<file path="config.mk">
export PLATFORM = sky130hd
export DESIGN_NAME = mac_dot
export DESIGN_NICKNAME = d
export VERILOG_FILES = /design/src/rtl/mac_dot.sv
export SDC_FILE = /design/constraint.sdc
export NUM_CORES = 1
export LEC_CHECK = 0
export BUFFER_PORTS_ARGS = -buffer_cell sky130_fd_sc_hd__buf_4
export CAP_MARGIN = 20
export CORE_MARGIN = 3
export CORE_UTILIZATION = 35
export CTS_CLUSTER_DIAMETER = 80
export CTS_CLUSTER_SIZE = 12
export DETAILED_ROUTE_END_ITERATION = 8
export GPL_TIMING_DRIVEN = 0
export PLACE_DENSITY = 0.52
export SYNTH_ARGS = -nofsm -noshare
export SYNTH_HDL_FRONTEND = slang
export SYNTH_SLANG_ARGS = --single-unit
</file>
<file path="constraint.sdc">
create_clock -name clk -period 3.9 [get_ports clk]
set_input_delay 0 -clock clk [delete_from_list [all_inputs] [get_ports clk]]
set_output_delay 0 -clock clk [all_outputs]
set_load 0.03 [all_outputs]
</file>
<file path="src/rtl/mac_dot.sv">
// Pipelined unsigned dot-product MAC: LEN scaled products accumulated, result via valid/ready.
// Optional saturating accumulate with sticky overflow when MAC_SAT_EN is defined.
module mac_dot #(
  parameter int IN_W  = 8,
  parameter int OUT_W = 10,
  parameter int SHIFT = 6,
  parameter int LEN   = 4
) (
  input  logic             clk,
  input  logic             reset,
  input  logic             in_valid,
  output logic             in_ready,
  input  logic [IN_W-1:0]  x1,
  input  logic [IN_W-1:0]  x2,
  output logic [OUT_W-1:0] m,
  output logic [OUT_W-1:0] y,
  output logic             out_valid,
  input  logic             out_ready,
  output logic             ovf
);

  localparam int CW = $clog2(LEN + 1);
  localparam logic [CW-1:0] LEN_C  = CW'(LEN);
  localparam logic [CW-1:0] LAST_C = CW'(LEN - 1);

  typedef enum logic {S_ACCUM = 1'b0, S_DONE = 1'b1} state_t;

  state_t            r_state;
  state_t            w_state_nxt;
  logic [CW-1:0]     r_issued;
  logic [CW-1:0]     r_summed;
  logic              r_pv;
  logic [OUT_W-1:0]  r_m;
  logic [OUT_W-1:0]  r_y;
  logic [OUT_W-1:0]  w_m;
  logic [OUT_W-1:0]  w_y_nxt;
  logic [2*IN_W-1:0] w_prod;
  logic              w_accept;
  logic              w_hs;
  logic              w_last;

  assign w_prod   = {{IN_W{1'b0}}, x1} * {{IN_W{1'b0}}, x2};
  assign w_m      = OUT_W'(w_prod >> SHIFT);
  assign w_accept = in_valid && in_ready;
  assign w_hs     = (r_state == S_DONE) && out_ready;
  assign w_last   = r_pv && (r_summed == LAST_C);

  assign m         = r_m;
  assign y         = r_y;
  assign out_valid = (r_state == S_DONE);

`ifdef MAC_SAT_EN
  logic [OUT_W:0] w_sum;
  logic           w_ovf_hit;
  logic           r_ovf;

  assign w_sum     = {1'b0, r_y} + {1'b0, r_m};
  assign w_ovf_hit = w_sum[OUT_W];
  assign w_y_nxt   = w_ovf_hit ? {OUT_W{1'b1}} : w_sum[OUT_W-1:0];
  assign ovf       = r_ovf;

  always_ff @(posedge clk) begin
    if (!reset) begin
      r_ovf <= 1'b0;
    end else if (w_hs) begin
      r_ovf <= 1'b0;
    end else if (r_pv && w_ovf_hit) begin
      r_ovf <= 1'b1;
    end
  end
`else
  assign w_y_nxt = r_y + r_m;
  assign ovf     = 1'b0;
`endif

  always_ff @(posedge clk) begin
    if (!reset) begin
      r_state <= S_ACCUM;
    end else begin
      r_state <= w_state_nxt;
    end
  end

  always_comb begin
    w_state_nxt = r_state;
    in_ready    = 1'b0;
    case (r_state)
      S_ACCUM: begin
        in_ready = (r_issued < LEN_C);
        if (w_last) w_state_nxt = S_DONE;
      end
      S_DONE: begin
        if (out_ready) w_state_nxt = S_ACCUM;
      end
      default: w_state_nxt = S_ACCUM;
    endcase
  end

  // Accept and handshake are mutually exclusive: in_ready is low in DONE.
  always_ff @(posedge clk) begin
    if (!reset) begin
      r_pv     <= 1'b0;
      r_m      <= '0;
      r_y      <= '0;
      r_issued <= '0;
      r_summed <= '0;
    end else begin
      r_pv <= w_accept;
      if (w_accept) begin
        r_m      <= w_m;
        r_issued <= r_issued + 1'b1;
      end
      if (w_hs) begin
        r_y      <= '0;
        r_issued <= '0;
        r_summed <= '0;
      end else if (r_pv) begin
        r_y      <= w_y_nxt;
        r_summed <= r_summed + 1'b1;
      end
    end
  end

endmodule

</file>
# Word-level counts from Yosys, hierarchy flattened
# Cells that the tools add are included.
# Widths: inputs -> output; s select.
[word_totals] reg_bits=28 inputBits=20 out_inout_bits=23
[op_classes] multipliers=1 add_sub_neg=3 bitwise=2 n_lt_le_gt_ge=1 n_reduce_logical=4 n_mux=4 n_eq_ne=1
[ops] operator="$mul 8x8->16" count=1
[ops] operator="$add 10x10->10" count=1
[ops] operator="$add 3x1->3 const B" count=2
[ops] operator="$eq 3x2->1 const B" count=1
[ops] operator="$logic_and 1x1->1" count=3
[ops] operator="$lt 3x3->1 const B" count=1
[ops] operator="$mux 1" count=3
[ops] operator="$not 1->1" count=2
[ops] operator="$pmux 1 s2" count=1
[ops] operator="$reduce_or 2->1" count=1

# Depth between registers and ports, before layout
# Gate-level depths: netlist of the first run.
[depth] ltp_word=4 depth_mapped=16

# Least setup slack after synthesis of the first run
# OpenSTA, ideal clock, no wires.
[synth_timing] path_kind="input to register" from="input x1[2]" to="register r_m[9] (netlist: m[9])" path_slack_ps=-349 arrival_ps=4126 setup_ps=123 cell_stages=14 required_time_ps=3777 path_cell_list="and2_1 -> fa_1 -> fa_1 -> fa_1 -> inv_1 -> fa_1 -> inv_1 -> ha_1 -> and2_0 -> a221o_1 -> a221oi_4 -> a211oi_4 -> mux2i_1 -> a311o_2"
[synth_via] elab_chain_len=1
[synth_rtl] item="start: declaration" line="13" rtl="input logic [IN_W-1:0] x1,"
[synth_rtl] item="$mul 8x8->16" line="42" rtl="assign w_prod = {{IN_W{1'b0}}, x1} * {{IN_W{1'b0}}, x2};"
[synth_rtl] item="end signal: assignment" line="110" rtl="r_m <= w_m;"
[synth_rtl] item="end: declaration" line="33" rtl="logic [OUT_W-1:0] r_m;"
# No other way between the ends.
# A chain may end at the register's enable or synchronous reset.

# Worst setup path in the final report of the first run
[layout_timing] from="input x2[7]" to="register r_m[9] (netlist: m[9])"
[layout_via] elab_chain_len=1
[layout_rtl] item="start: declaration" line="14" rtl="input logic [IN_W-1:0] x2,"
[layout_rtl] item="$mul 8x8->16" line="42"
# No other way between the ends.

==> impl_results.md, run 1 <==
- Final GP Congestion: between 0.7 and 0.8
- Setup WS pre-CTS: -0.3555 ns
- Total CTS buffers: 3
- Syn Nets: 474
- Pin count of the biggest net entering global routing: 16
- Sequential share of the synthesized area: 16.85%
- Worst Setup SP: x2[7]
- Status: complete, no violations
- Critical path's slowest cell: fa_1
- Core footprint: around 9000 sq um
- Clock latency at the later pin of the worst-skew pair: 0.27 ns
- Leakage power: 1.907 nW
- # DRC: 0
- CTS tree: yes
- Area growth from synthesis to layout: 20.54%
- Diodes inserted: 0
- Worst vdd ir: 0.2116 mV
- Most used cell, CP: fa_1
- Initial antenna violation count: 0
- Share of the synthesized area in the top cell type: 21.67%
- Max incr delay on CP: around 0.57 ns
- Final hold vios: 0
- Yosys top cell by area: fa_1
- DP HPWL: 5998 um
- 1st-iter DRT viols: 50
- Crit-path cells: buf_12 > and2_4 > fa_1 > fa_1 > fa_1 > inv_2 > fa_1 > inv_2 > ha_4 > and2_4 > a221o_1 > a221oi_4 > a211oi_4 > mux2i_1 > a311o_2
- Worst EP arrival: 4.03 ns
- Worst Clk Skew: 0.002771 ns
- Max Fanout on Critical Path: 4
- Synth warnings: 0
- Final Setup Violations: 0
- Nets@finish: ~520
- Max_cap viols: 0
- Overall global routing resource usage: between 10% and 20%
- Initial Utilization: between 30% and 40%
- Nature of the critical path endpoint: register
- H-tree depth reported by CTS: 1
- Final WL: 7263 um
- Initial DRT Pass Iterations: 4
- Clk sinks: 28
- Least-Margin Pin Slew: 0.5606 ns
- Fmax: 258.8 MHz
- Layout cells sized above 1: 17.77%
- Power per Cell Area: ~450 nW/um^2
- Reg clk slew, reported paths: 0.09 ns
- WS Path Type: input pin to register
- Vias in the first global route: 2,604
- Post-synthesis cell type count: 44
- # IOs: 43
- RSZ-0062 raised after global routing: true
- Total power: 1.799 mW
- Startpoint types: input pin
- Mapped Cells: 373
- Hold Buf Count CTS: 0
- Die Wd: 103.5 um
- Fin worst setup slack: roughly 0.036 ns
- FP Rows: 34
- Die ar.: around 11,000 sq um
- Hold slack: 0.2044 ns
- Tmin final: 3.864 ns
- Worst Path Required: 4.07 ns
- Vias per cell: approximately 4.8
- Wire per inst: 13.25 um
- Clk buf depth: 2
- Max-slew headroom: 62.62%
- Final clock period utilization by the worst path: slightly below 100%
- Design Area, Final: 4009 sq um
- Cell Area, Synth: around 3300 sq um
- Launch point of the worst reg-to-reg path: m[1]$_SDFFE_PN0P_
- First-pass GRT wire length: 12,210 um
- Synth top area cells: fa_1, ha_1, dfxtp_1
- Final Max Tran Viols: 0
- Port Buf Inserts: 40
- DR vias: 2,657
- DRT antenna net count: 0
- Hold path start: reset
- Number of synthesized register bits: 28
- CTS root buffer: clkbuf_8
- Mapped Avg Cell Area: 8.916 sq um
- Total grt overflow: 0
- Hold Crit Class: input pin to register
- Die H: 103.5 um
- Post-place instance area: 3841 sq um
==> registers in the layout (all words and copies together) (netlist names) <==
name       flops
m             10
out_valid      1
r_issued       3
r_pv           1
r_summed       3
y             10
==> layout by cell type, fill, tap and decap left out, drive strengths merged, types with 3 or more instances in the layout <==
master,n
o211ai,3
fa,36
o21ai,16
xnor2,8
a21oi,14
nor2,17
clkbuf,10
nor2b,3
nand3,10
ha,45
nand4b,4
buf,47
dfxtp,28
and3,4
xor2,6
mux2i,4
a31oi,5
and2,55
nand2,29
a21o,3
inv,48
nor3,5
a211oi,5
==> where the power goes <==
part | internal (mW) | switching (mW)
Sequential | 0.334 | 0.0439
Combinational | 0.595 | 0.645
Clock | 0.0904 | 0.0901
==> what timing repair did <==
action / in CTS / in global routing
gates resized for setup: 0 / 23
pin swaps: 1 / 14
hold endpoints to repair: 0 / 0
setup endpoints to repair: 1 / 5
buffers inserted: 2 / 3
==> cell type report <==
class | count | area, sq um
well taps | 126 | 157.7
inverters | 48 | 180.2
fillers | 900 | 4967
multi-input cells | 289 | 2634
plain buffers | 8 | 33.78
clock buffers | 4 | 55.05
flip-flops and latches | 28 | 560.5
repair buffers | 45 | 387.9
==> path summary, 6_finish.rpt <==
path	endpoint	slack (ns)	depth (start not counted)
setup reg to reg	y[9]$_SDFFE_PP0P_	1.59	7
setup / recovery	m[9]$_SDFFE_PN0P_	0.04	15
hold reg to reg	r_issued[1]$_SDFFE_PP0P_	0.47	2
hold / removal	m[3]$_SDFFE_PN0P_	0.20	3
==> Yosys cell counts (all sizes together) <==
master and n:
nor2b 3, ha 45, o21a 1, o21ai 16, o22ai 1, o31ai 1, a221o 1, a211oi 5
nand2 29, nand2b 1, dfxtp 28, and2 55, nor2 17, o211ai 3, and3 4, a21o 3
and4b 1, xor2 6, nand3 10, clkbuf 6, xnor2 8, nor3b 1, or3 1, nand4 1
conb 1, nand4b 4, a221oi 1, fa 36, a21oi 14, or2 1, mux2i 4, inv 48
buf 2, a31oi 5, a311o 1, a311oi 1, a21boi 1, nor3 5, o21bai 2
==> metrics by stage <==
stage | setup TNS, ns | utilization (%) | cells
finish | 0 | 44.66 | 548
global route | -0.3557 | 44.66 | 548
CTS | 0 | 43.57 | 545
detailed placement | -0.9078 | 42.79 | 539
global placement | -0.8824 | 42.79 | 539
floorplan | 0 | - | 373
==> critical path: cells and delay by family <==
kind	cells	cell delay (ns)
mux	1	0.13
fa+ha+maj	5	2.28
simple gates	2	0.28
buf+inv	3	0.19
compound gates	4	1.13
==> kinds of logic after synthesis <==
family                     after synthesis  share of synthesized area (%)
AOI/OAI and AO/OA                       56                          11.66
adders and majority gates               81                          38.60
DFF                                     28                          16.85
xor gates and xnor gates                14                          3.687
other                                    1                         0.1128
and+or+nand+nor                        133                          21.44
buffers and inverters                   56                          6.433
muxes                                    4                          1.204
==> routing by layer <==
metal	share of wire, %	global-route usage (%)	vias up	wire length [um]
met1	48	20.20	1298	3495
li1	-	-	1331	-
met4	0.45	1.693	0	33
met2	50	23.82	23	3603
met5	0	0	-	0
met3	1.8	1.878	5	130
No activity file was read; power rests on OpenSTA's default activity.
==> run 2: changes to the inputs <==
--- a/config.mk
+++ b/config.mk
@@ -8,12 +8,13 @@
 export BUFFER_PORTS_ARGS = -buffer_cell sky130_fd_sc_hd__buf_4
 export CAP_MARGIN = 20
 export CORE_MARGIN = 3
-export CORE_UTILIZATION = 35
+export CORE_UTILIZATION = 45
 export CTS_CLUSTER_DIAMETER = 80
 export CTS_CLUSTER_SIZE = 12
 export DETAILED_ROUTE_END_ITERATION = 8
 export GPL_TIMING_DRIVEN = 0
-export PLACE_DENSITY = 0.52
+export MAX_ROUTING_LAYER = met4
+export PLACE_DENSITY = 0.64
 export SYNTH_ARGS = -nofsm -noshare
 export SYNTH_HDL_FRONTEND = slang
 export SYNTH_SLANG_ARGS = --single-unit
==> run 2 against run 1 <==
Compared with the run above: power is 0.76% lower; final cell count down 5.1%; utilization is 13 points higher; via count is 0.41% lower; maximum frequency grew 1.0%; combinational power fell by 5%; sequential power about the same; die area is 21% lower; clock skew about the same; non-clock buffer count up 2; largest power group unchanged; highest routed layer unchanged.
==> impl_results.md, run 2 (synthesized netlist as in run 1, its figures left out) <==
- Final WL: 6839 um (-5.8%)
- Die H: 91.97 um (-11%)
- FILL cells: 649 (-28%)
- Hold Buf Count CTS: 0 (unchanged)
- Worst Path Required: 4.07 ns (about the same)
- 1st-iter DRT viols: 154 (+210%)
- Least-Margin Pin Slew: 0.5472 ns (-0.01346 ns)
- Final hold vios: 0 (unchanged)
- Die ar.: 8458 sq um (-21%)
- Clk pwr share: 12.9% (+2.9 points)
- RSZ-0062 raised after global routing: true
- Hold Crit Class: input pin to register
- Status: complete, no violations
- # DRC: 0 (unchanged)
- Final clock period utilization by the worst path: 98.09% (-0.99 points)
- Port Buf Inserts: 40 (unchanged)
- Fmax: 261.4 MHz (+1.0%)
- Tmin final: 3.826 ns (-0.03866 ns)
- Total CTS buffers: 3 (unchanged)
- Reg clk slew, reported paths: 0.10 ns (about the same)
- Wire per inst: 13.15 um (-0.77%)
- Clk buf depth: 2 (unchanged)
- Initial DRT Pass Iterations: 4 (unchanged)
- First-pass GRT wire length: 11,900 um (-2.6%)
- Cell-internal power: 1.036 mW (+1.6%)
- Max_cap viols: 0 (unchanged)
- Final Setup Violations: 0 (unchanged)
- Net Switching: 0.7490 mW (-3.8%)
- Area occupied by multi-input gates: 2653 sq um (+0.71%)
- # IOs: 43 (unchanged)
- Gate power share: 66.0% (-3.0 points)
- H-tree depth reported by CTS: 1 (unchanged)
- Vias per cell: 5.088 (+4.9%)
- Pin count of the biggest net entering global routing: 17 (+1)
- Flop pwr share: 21.1% (about the same)
- FP Rows: 30 (-12%)
- Total grt overflow: 0 (unchanged)
- Final Core Density: 58.01% (+13 points)
- Most common cell after layout, fill and taps aside: and2_1
- Diodes inserted: 0 (unchanged)
- Final GP Congestion: 0.8538 (+7.4%)
- Placed cell count: 509 (-5.6%)
- Max Fanout on Critical Path: 8 (+4)
- Final Non-Filler Cells: 520 (-5.1%)
- Most frequent cells in the layout: and2_1, inv_1, ha_1
- Power per Cell Area: 440.7 nW/um^2 (-1.8%)
- Die Wd: 91.97 um (-11%)
- Area growth from synthesis to layout: 21.78%
- Core footprint: 6982 sq um (-22%)
- Switching share of power: 41.96% (-1.3 points)
- Leakage power: 1.945 nW (+2.0%)
- Initial Utilization: 47.63% (+11 points)
- DR vias: 2,646 (-0.41%)
- Storage element area: 560.5 sq um (unchanged)
- DP HPWL: 5603 um (-6.6%)
- Nets@finish: 526 (+0.38%)
- Worst EP arrival: 4.00 ns (-0.03 ns)
- CTS root buffer: clkbuf_8
- Vias in the first global route: 2,580 (-0.92%)
- Worst Clk Skew: 0.002967 ns (+0.0001967 ns)
- Overall global routing resource usage: 17.29% (+3.1 points)
- CTS tree: yes
- Nature of the critical path endpoint: register
- Startpoint types: input pin
- Clk sinks: 28 (unchanged)
- Worst vdd ir: 0.2886 mV (+36%)
- Total power: 1.785 mW (-0.76%)
- Initial antenna violation count: 0 (unchanged)
- Max-slew headroom: 63.52% (+0.90 points)
- Final Max Tran Viols: 0 (unchanged)
- WS Path Type: input pin to register
- DRT antenna net count: 0 (unchanged)
- Clock latency at the later pin of the worst-skew pair: 0.27 ns (about the same)
- Layout cells sized above 1: 19.34% (+1.6 points)
-- run 2: timing repair --
item | 4_1_cts | 5_1_grt
gates cloned | 0 | 0
resized for setup | 0 | 37
setup endpoints to repair | 1 | 4
setup buffers | 1 | 6
pin swaps | 1 | 21
-- run 2: area by class of cell --
type / count / area share [%]
buffer: 8 / 0.8341
tap: 96 / 2.966
clock inverter: 1 / 0.7414
inverter: 48 / 4.449
timing repair buffer: 47 / 10.66
sequential: 28 / 13.84
multi-input combinational: 289 / 65.49
clock buffer: 3 / 1.019
-- run 2: routing by layer --
layer / wire length (um) / vias up / global-route usage (%)
li1: - / 1340 / -
met5: 0 / - / -
met3: 210 / 2 / 2.215
met4: 22 / 0 / 1.609
met2: 3308 / 39 / 27.62
met1: 3298 / 1265 / 24.51
-- run 2: worst max-delay path, stage by stage --
cell	delay, ns
buf_4	0.14
and2_4	0.16
fa_1	0.55
fa_1	0.44
fa_1	0.49
inv_1	0.05
fa_1	0.48
inv_2	0.04
ha_4	0.22
and2_1	0.15
a221o_1	0.36
a221oi_4	0.37
a211oi_4	0.11
mux2i_1	0.13
a311o_2	0.30
-- run 2: per-stage QoR --
| stage | cell area, sq um | setup TNS, ns | worst slack, ns | hold slack, ns |
|---|---|---|---|---|
| floorplan | 3383 | 0 | 0.001167 | 0.2926 |
| global placement | 3804 | -0.7236 | -0.3239 | 0.4480 |
| detailed placement | 3804 | -0.8013 | -0.3391 | 0.4615 |
| CTS | 3882 | 0 | 0.03921 | 0.1892 |
| global route | 4050 | -0.1393 | -0.09210 | 0.2478 |
| finish | 4050 | 0 | 0.07430 | 0.1896 |
-- run 2: power groups by stage --
stage	registers, mW	clock network [mW]	logic, mW
floorplan	0.455	0	0.777
global placement	0.384	0	1.09
detailed placement	0.386	0	1.11
CTS	0.379	0.237	1.13
global route	0.386	0.252	1.33
finish	0.377	0.230	1.18
-- run 2: path summary, 6_finish.rpt --
| kind | startpoint | depth (start not counted) | slack [ns] | endpoint |
|---|---|---|---|---|
| worst max-delay path | x1[6] | 15 | 0.07 | m[9]$_SDFFE_PN0P_ |
| worst min-delay path | reset | 3 | 0.19 | m[3]$_SDFFE_PN0P_ |
| worst max register to register | m[1]$_SDFFE_PN0P_ | 7 | 1.63 | y[9]$_SDFFE_PP0P_ |
| worst min register to register | r_issued[1]$_SDFFE_PP0P_ | 2 | 0.47 | r_issued[1]$_SDFFE_PP0P_ |
==> run 3: changes to the inputs <==
--- a/config.mk
+++ b/config.mk
@@ -7,14 +7,14 @@
 export LEC_CHECK = 0
 export BUFFER_PORTS_ARGS = -buffer_cell sky130_fd_sc_hd__buf_4
 export CAP_MARGIN = 20
-export CORE_MARGIN = 3
+export CORE_MARGIN = 5
 export CORE_UTILIZATION = 45
 export CTS_CLUSTER_DIAMETER = 80
 export CTS_CLUSTER_SIZE = 12
 export DETAILED_ROUTE_END_ITERATION = 8
-export GPL_TIMING_DRIVEN = 0
 export MAX_ROUTING_LAYER = met4
 export PLACE_DENSITY = 0.64
+export REMOVE_ABC_BUFFERS = 1
 export SYNTH_ARGS = -nofsm -noshare
 export SYNTH_HDL_FRONTEND = slang
 export SYNTH_SLANG_ARGS = --single-unit
==> run 3 against run 2 <==
Compared with the run above: die area increased by 8.9%; combinational power rose by 5%; worst hold slack got worse by 0.11 ns; final area up 1.3%; count of clock-buffer cells in the layout unchanged; largest cell class unchanged; largest power group unchanged; highest routed layer unchanged.
==> impl_results.md, run 3 (synthesized netlist as in run 1, its figures left out) <==
- DR vias: 2,729 (+3.1%)
- Initial Utilization: 46.10% (-1.5 points)
- Worst Setup SP: x1[4]
- Initial DRT Pass Iterations: 4 (unchanged)
- CTS tree: yes
- Leakage power: 1.998 nW (+2.7%)
- First-pass GRT wire length: 12,080 um (+1.6%)
- Worst vdd ir: 0.2939 mV (+1.8%)
- Critical path's slowest cell: fa_1
- FP Rows: 31 (+3.3%)
- Least-Margin Pin Slew: 0.5972 ns (+0.05003 ns)
- Wire per inst: 12.88 um (-2.1%)
- Worst Clk Skew: 0.01112 ns (+0.008156 ns)
- Die ar.: 9209 sq um (+8.9%)
- Final GP Congestion: 0.8123 (-4.9%)
- Worst Path Required: 4.07 ns (about the same)
- Final Setup Violations: 0 (unchanged)
- Most used cell, CP: fa_1
- Hold Crit Class: input pin to register
- Setup WS pre-CTS: -0.5423 ns (-0.2032 ns)
- Port Buf Inserts: 41 (+2.5%)
- Die H: 95.97 um (+4.3%)
- Final hold vios: 0 (unchanged)
- Final Max Tran Viols: 0 (unchanged)
- Final WL: 6902 um (+0.92%)
- Reg clk slew, reported paths: 0.10 ns (about the same)
- Max_cap viols: 0 (unchanged)
- # IOs: 43 (unchanged)
- RSZ-0062 raised after global routing: true
- Area growth from synthesis to layout: 23.33%
- Tmin final: 3.852 ns (+0.02660 ns)
- Max-slew headroom: 60.09% (-3.4 points)
- Crit-path cells: buf_12 > and2_4 > fa_1 > fa_1 > fa_1 > inv_1 > fa_1 > inv_2 > ha_4 > and2_4 > a221o_1 > a221oi_4 > a211oi_4 > mux2i_1 > a311o_2
- Status: complete, no violations
- Power per Cell Area: 450.9 nW/um^2 (+2.3%)
- FILL cells: 692 (+6.6%)
- Post-place instance area: 3919 sq um (+3.0%)
- Design Area, Final: 4101 sq um (+1.3%)
- Fmax: 259.6 MHz (-0.69%)
- Total grt overflow: 0 (unchanged)
- WS Path Type: input pin to register
- Nature of the critical path endpoint: register
- Worst EP arrival: 4.02 ns (+0.02 ns)
- Layout cells sized above 1: 21.74% (+2.4 points)
- Die Wd: 95.97 um (+4.3%)
- Launch point of the worst reg-to-reg path: m[1]$_SDFFE_PN0P_
- Max incr delay on CP: 0.52 ns (-0.03 ns)
- Fin worst setup slack: 0.04770 ns (-0.02660 ns)
- Total CTS buffers: 3 (unchanged)
- # DRC: 0 (unchanged)
- Overall global routing resource usage: 16.60% (-0.69 points)
- Pin count of the biggest net entering global routing: 20 (+3)
- DRT antenna net count: 0 (unchanged)
- Vias per cell: 5.091 (about the same)
- Diodes inserted: 0 (unchanged)
- DP HPWL: 5855 um (+4.5%)
- Max Fanout on Critical Path: 7 (-1)
- H-tree depth reported by CTS: 1 (unchanged)
- Final clock period utilization by the worst path: 98.78% (+0.68 points)
- 1st-iter DRT viols: 89 (-42%)
- Nets@finish: 539 (+2.5%)
- Initial antenna violation count: 0 (unchanged)
- Vias in the first global route: 2,657 (+3.0%)
- Clk buf depth: 2 (unchanged)
- Clock latency at the later pin of the worst-skew pair: 0.28 ns (about the same)
- Clk sinks: 28 (unchanged)
- CTS root buffer: clkbuf_8
- Most common cell after layout, fill and taps aside: buf_4
- Hold path start: reset
- Most frequent cells in the layout: buf_4, and2_1, inv_1
- Startpoint types: input pin
- Core footprint: 7214 sq um (+3.3%)
[run 3: critical path: cells and delay by family]
family	cells	cell delay, ns
compound gates	4	1.14
fa+ha+maj	5	2.25
buf+inv	3	0.21
mux	1	0.13
simple gates	2	0.28
[run 3: power by group]
| group | switching, mW | internal [mW] |
|---|---|---|
| Clock | 0.0906 | 0.137 |
| Combinational | 0.633 | 0.610 |
| Sequential | 0.0444 | 0.334 |
| Total | 0.768 | 1.08 |
[run 3: final cells by class]
cell class	count	area [sq um]	share of cell area, %
multi-input cells	289	2620	63.88
clock buffers	3	41.29	1.007
flip-flops and latches	28	560.5	13.67
clock inverters	1	30.03	0.7322
repair buffers	68	545.5	13.30
well taps	99	123.9	3.020
inverters	48	180.2	4.393
[run 3: metrics by stage]
| stage | TNS [ns] | utilization (%) | power (mW) | std cells | hold slack [ns] |
|---|---|---|---|---|---|
| 3_5_place_dp | -2.416 | 54.32 | 1.552 | 531 | 0.3636 |
| 5_1_grt | -0.07756 | 56.85 | 2.039 | 536 | 0.06679 |
| 2_1_floorplan | -0.5926 | - | 1.178 | 365 | 0.1217 |
| 3_3_place_gp | -2.099 | 54.32 | 1.527 | 531 | 0.3599 |
| 6_report | 0 | 56.85 | 1.849 | 536 | 0.07693 |
| 4_1_cts | 0 | 55.90 | 1.822 | 535 | 0.06849 |
[run 3: final timing paths]
kind | end | cells after the start | slack, ns
worst max-delay path | m[9]$_SDFFE_PN0P_ | 15 | 0.05
worst max register to register | y[9]$_SDFFE_PP0P_ | 7 | 1.57
worst min register to register | r_issued[1]$_SDFFE_PP0P_ | 2 | 0.48
worst min-delay path | m[1]$_SDFFE_PN0P_ | 2 | 0.08
[run 3: timing repair]
| item | CTS | global route |
|---|---|---|
| pin swaps | 21 | 18 |
| gates resized for setup | 10 | 19 |
| hold buffers | 0 | 0 |
| buffers inserted | 0 | 1 |
| endpoints found under the setup margin | 5 | 5 |
[run 3: metal layers]
metal / track usage (%) / share of wire, % / up-vias
li1: - / - / 1359
met1: 22.32 / 46 / 1318
met2: 27.04 / 50 / 46
met3: 2.502 / 2.9 / 6
met4: 2.607 / 0.77 / 0
met5: - / 0 / -
